`src/rtl/peripheral_timer.sv`:
```
`timescale 1ns/1ps
// peripheral_timer
//   Memory-mapped peripheral at 0x40000000 on the CPU data bus. It holds a
//   reloadable 32-bit interval timer that drives the processor interrupt
//   request, LED / seven-segment / switch I/O registers and a free-running
//   cycle counter.
//
// Ports:
//   clk     in   system clock, rising edge
//   reset   in   asynchronous reset, active low
//   rd      in   load strobe (MemRead)
//   wr      in   store strobe (MemWrite)
//   addr    in   [31:0] byte address
//   wdata   in   [31:0] store data
//   rdata   out  [31:0] load data, combinational
//   led     out  [7:0]  LED register
//   switch  in   [7:0]  raw board switches (asynchronous)
//   digi    out  [11:0] seven-segment register {digit select, segments}
//   irqout  out  interrupt request (TCON[1] & TCON[2])

module peripheral_timer (
    input  logic        clk,
    input  logic        reset,
    input  logic        rd,
    input  logic        wr,
    input  logic [31:0] addr,
    input  logic [31:0] wdata,
    output logic [31:0] rdata,
    output logic [7:0]  led,
    input  logic [7:0]  switch,
    output logic [11:0] digi,
    output logic        irqout
);

    localparam logic [31:0] ADDR_TH      = 32'h4000_0000;
    localparam logic [31:0] ADDR_TL      = 32'h4000_0004;
    localparam logic [31:0] ADDR_TCON    = 32'h4000_0008;
    localparam logic [31:0] ADDR_LED     = 32'h4000_000C;
    localparam logic [31:0] ADDR_SWITCH  = 32'h4000_0010;
    localparam logic [31:0] ADDR_DIGI    = 32'h4000_0014;
    localparam logic [31:0] ADDR_SYSTICK = 32'h4000_0018;

    logic [31:0] th;
    logic [31:0] tl;
    logic [2:0]  tcon;
    logic [7:0]  led_reg;
    logic [11:0] digi_reg;
    logic [31:0] systick;
    logic [7:0]  sw_meta;
    logic [7:0]  sw_sync;

    logic wr_th, wr_tl, wr_tcon, wr_led, wr_digi;
    logic overflow;
    logic irq_set;

    // Full 32-bit compare: misaligned or out-of-window addresses never hit.
    assign wr_th   = wr && (addr == ADDR_TH);
    assign wr_tl   = wr && (addr == ADDR_TL);
    assign wr_tcon = wr && (addr == ADDR_TCON);
    assign wr_led  = wr && (addr == ADDR_LED);
    assign wr_digi = wr && (addr == ADDR_DIGI);

    assign overflow = tcon[0] && (tl == 32'hFFFF_FFFF);
    assign irq_set  = overflow && tcon[1];

    always_ff @(posedge clk or negedge reset) begin
        if (!reset) begin
            th       <= '0;
            tl       <= '0;
            tcon     <= '0;
            led_reg  <= '0;
            digi_reg <= '0;
            systick  <= '0;
            sw_meta  <= '0;
            sw_sync  <= '0;
        end else begin
            systick <= systick + 32'd1;
            sw_meta <= switch;
            sw_sync <= sw_meta;

            // Reload reads the pre-edge TH, so a same-cycle TH write only
            // affects the following reload.
            if (wr_th) begin
                th <= wdata;
            end

            // A CPU write to TL overrides counting in that cycle.
            if (wr_tl) begin
                tl <= wdata;
            end else if (tcon[0]) begin
                if (tl == 32'hFFFF_FFFF) begin
                    tl <= th;
                end else begin
                    tl <= tl + 32'd1;
                end
            end

            // Overflow-set is ORed into a software write so an ISR clearing
            // the status bit on the overflow edge cannot lose an interrupt.
            if (wr_tcon) begin
                tcon[1:0] <= wdata[1:0];
                tcon[2]   <= wdata[2] | irq_set;
            end else if (irq_set) begin
                tcon[2] <= 1'b1;
            end

            if (wr_led) begin
                led_reg <= wdata[7:0];
            end
            if (wr_digi) begin
                digi_reg <= wdata[11:0];
            end
        end
    end

    always_comb begin
        rdata = '0;
        if (rd) begin
            case (addr)
                ADDR_TH:      rdata = th;
                ADDR_TL:      rdata = tl;
                ADDR_TCON:    rdata = {29'd0, tcon};
                ADDR_LED:     rdata = {24'd0, led_reg};
                ADDR_SWITCH:  rdata = {24'd0, sw_sync};
                ADDR_DIGI:    rdata = {20'd0, digi_reg};
                ADDR_SYSTICK: rdata = systick;
                default:      rdata = '0;
            endcase
        end
    end

    assign led    = led_reg;
    assign digi   = digi_reg;
    assign irqout = tcon[1] & tcon[2];

endmodule

```
`config.mk`:
```
export PLATFORM = sky130hd
export DESIGN_NAME = peripheral_timer
export DESIGN_NICKNAME = d
export VERILOG_FILES = /design/src/rtl/peripheral_timer.sv
export SDC_FILE = /design/constraint.sdc
export NUM_CORES = 1
export LEC_CHECK = 0
export ABC_AREA = 0
export CAP_MARGIN = 30
export CORE_AREA = 2 2 150 108
export DETAILED_ROUTE_END_ITERATION = 10
export DIE_AREA = 0 0 152 110
export PLACE_DENSITY = 0.78
export SETUP_SLACK_MARGIN = 0.02
export SLEW_MARGIN = 40
export SYNTH_ARGS = -nofsm -noshare
export SYNTH_HDL_FRONTEND = slang
export SYNTH_SLANG_ARGS = --single-unit
```
`constraint.sdc`:
```
create_clock -name clk -period 3.2 [get_ports clk]
set_input_delay 0.64 -clock clk [delete_from_list [all_inputs] [get_ports clk]]
set_output_delay 0.64 -clock clk [all_outputs]
set_load 0.05 [all_outputs]
```
==> reports/results.ini, run 1 <==
[logic_synthesis]
ys_types = 72
yosysTopAreaCell = dfrtp_1
yosys_warnings = 0
synthTopCellsByArea = dfrtp_1, mux2_2, mux2_1
synth-async-reset-ratio_pct = 100.0
ys_seq_area_share_pct = 44.87
synth_top_area_share_pct = 44.87
postSynthAreaPerCell_um2 = 10.28
synth-edff-count = 0
netlist_area_mm2 = 0.007528
ys_ff_latch = 135
ys.flop_type = dfrtp_1
syn_nets = 810
syn-instance-count = 732

[place]
globalplace.congestion = 0.9308
dp_hpwl_um = 16340
io_buffers = 128
place_ws_ns = -0.3230

[routing]
vias_per_cell = 6.221
drt_wl_total_um = 23300
firstDrtPassIters = 5
drcViolationCount = 0
vias = 6855
drt_iter0_drc = 675
avgRoutedWirePerCell_um = 21.15
ant_nets = 0

[power_and_ir_drop]
p_sw_uw = 882.6
clockPowerShare_pct = 52.1
ir_worst_vdd_uv = 348.6
power-per-cell-area_mw_per_mm2 = 388.4
power_frac_comb_pct = 6.0
pwr-share-seq_pct = 41.9
switching_share_pct = 21.49
p_leak_uw = 0.004518
intPower_uw = 3225

[die]
die_y_um = 110
rows = 38
initial_utilization_pct = 49.33
pin_count = 129
die_w_um = 152
die_area_mm2 = 0.01672
core_area_mm2 = 0.01526

[sta]
min_period_ns = 3.172
setup_ws_ns = 0.02769
period_share_pct = 99.13
setup_viol = 0
hold_viol_final = 0
final.setup.tns_ns = 0
maxSlewViolCount = 0
fmax_mhz = 315.2
tightest_slew_ns = 0.7067
relSlewSlack_pct = 52.88
finalClockSkew_ns = 0.01079

[setup_path]
worstReg2RegStart = tl[1]
path_class = in -> out
cp.arrival_ns = 2.53
rrSetupSlack_ns = 0.56
crit_end = rdata[11]
endpoint_kind = output pin
cp-startpoint = addr[4]
r2r_end = tl[18]
crit_fanout = 11
critical_path_required_ns = 2.56
startpoint_type = primary input
r2r_cells = 6

[cells_and_area]
final_layout_size_suffix_gt1_share_pct = 26.83
final_common_cell = dfrtp_1
nets = 967
reg.largest.list = systick x32, th x32, tl x32
syn2layout_area_growth_pct = 40.49
mostFrequentLayoutCells = dfrtp_1, clkdlybuf4s50_1, nor2_1
antennaDiodeCount = 0

[grt]
grt_pass1_wl_um = 36580
grt_antenna_before_repair = 0
first_global_vias = 6621
grt_overflow = 0
grt_max_degree = 85
grt_use_total_pct = 28.21

[cts]
clockBufferDepth = 2
cts.clk_slew.worst_paths_ns = 0.06
cts_htree_levels = 4
root_buffer = clkbuf_16
cts_buffers = 17
numClockSinks = 135
cts_tree = done
hold_buffers = 0
clock_latency_ns = 0.42

[hold_path]
min_path_type = in -> async

[run]
maxCapViolations = 0

[status]
status = completed

-- Yosys cell counts (4+ instances only) --
| cell type | instances |
|---|---|
| a221oi_1 | 6 |
| nand2_1 | 50 |
| xnor2_1 | 23 |
| a21oi_1 | 16 |
| nor4_1 | 19 |
| clkbuf_1 | 18 |
| and3_1 | 13 |
| nor2b_1 | 17 |
| mux2_1 | 30 |
| a31oi_1 | 8 |
| or4_1 | 4 |
| and2_1 | 7 |
| o31ai_1 | 12 |
| nand3_1 | 26 |
| buf_2 | 18 |
| and4_1 | 6 |
| inv_1 | 9 |
| o31a_1 | 4 |
| nor2_1 | 69 |
| o21ai_0 | 15 |
| a22oi_1 | 25 |
| mux2i_1 | 30 |
| a22o_1 | 19 |
| xor2_1 | 15 |
| nand4_1 | 20 |
| dfrtp_1 | 135 |
| o211ai_1 | 4 |
| nor3_1 | 16 |
| buf_4 | 6 |
| mux2_2 | 35 |
-- how the worst min path moves through the flow --
stage | startpoint | end | slack (ns) | cells past startpoint
global route | reset | systick[25] | 0.31 | 1
finish | reset | systick[25] | 0.23 | 1
global placement | sw_meta[7] | sw_sync[7] | 0.33 | 0
floorplan | sw_meta[0] | sw_sync[0] | 0.33 | 0
CTS | reset | systick[25] | 0.30 | 1
detailed placement | sw_meta[7] | sw_sync[7] | 0.34 | 0
-- power groups by stage --
stage / combinational (uW) / clock [uW] / sequential (uW)
after floorplan: 57.2 / 0 / 1750
after global placement: 243 / 0 / 1750
after detailed placement: 245 / 0 / 1750
after CTS: 243 / 2150 / 1720
after global routing: 267 / 2220 / 1720
final: 248 / 2140 / 1720
-- final cells by class --
cell class / instances / area, um^2
fill: 1096 / 4686
tap: 200 / 250.2
sequential: 135 / 3378
inverter: 10 / 37.54
clock buffer: 21 / 480.5
clock inverter: 11 / 168.9
timing repair buffer: 183 / 2132
multi-input combinational: 542 / 4129
-- kinds of logic (layout without fill, tap and decap cells) --
group | Yosys count | in the layout | share of synthesized area (%)
multiplexers | 97 | 97 | 14.31
flip-flops | 135 | 135 | 44.87
AND/OR/NAND/NOR | 271 | 271 | 19.53
buffers and inverters | 55 | 225 | 3.340
adder cells (fa/ha/maj) | 2 | 2 | 0.3323
AO/OA/AOI/OAI | 134 | 134 | 13.20
XOR/XNOR | 38 | 38 | 4.421
-- what timing repair did --
| item | in CTS | in global routing |
|---|---|---|
| gates resized for setup | 82 | 44 |
| cloned | 2 | 0 |
| endpoints found under the setup margin | 32 | 32 |
| pin swaps | 25 | 17 |
| setup buffers | 7 | 1 |
-- critical path: stages --
cell and delay, ns:
clkdlybuf4s50_1 0.50, buf_12 0.15, mux2_2 0.34, a22oi_1 0.47, or4_1 0.20, a21oi_2 0.07
buf_12 0.15
-- per-layer routing --
metal  share of wire (%)  track usage [%]  up-vias  wire length [um]
li1                    -                -     3039                 -
met1                  44            39.80     3407             10330
met2                  45            43.82      378             10530
met3                 9.2            7.584       31              2134
met4                 1.3            6.876        0               314
met5                   0                0        -                 0
-- per-stage QoR --
stage	hold slack (ns)	total power, uW	instance area, um^2	utilization [%]	cells
after floorplan	0.3312	1808	7565	-	732
after global placement	0.3337	1994	9714	63.65	1062
after detailed placement	0.3373	1997	9714	63.65	1062
after CTS	0.2971	4115	10570	69.27	1103
after global routing	0.3057	4204	10580	69.30	1102
final	0.2322	4108	10580	69.30	1102
Power figures use the tool's default switching activity.
==> run 2, diff against run 1 <==
GPL_ROUTABILITY_DRIVEN = 0   (was not set)
==> results of run 2 <==
The final DEF is identical to that of run 1; final timing and power are the same.
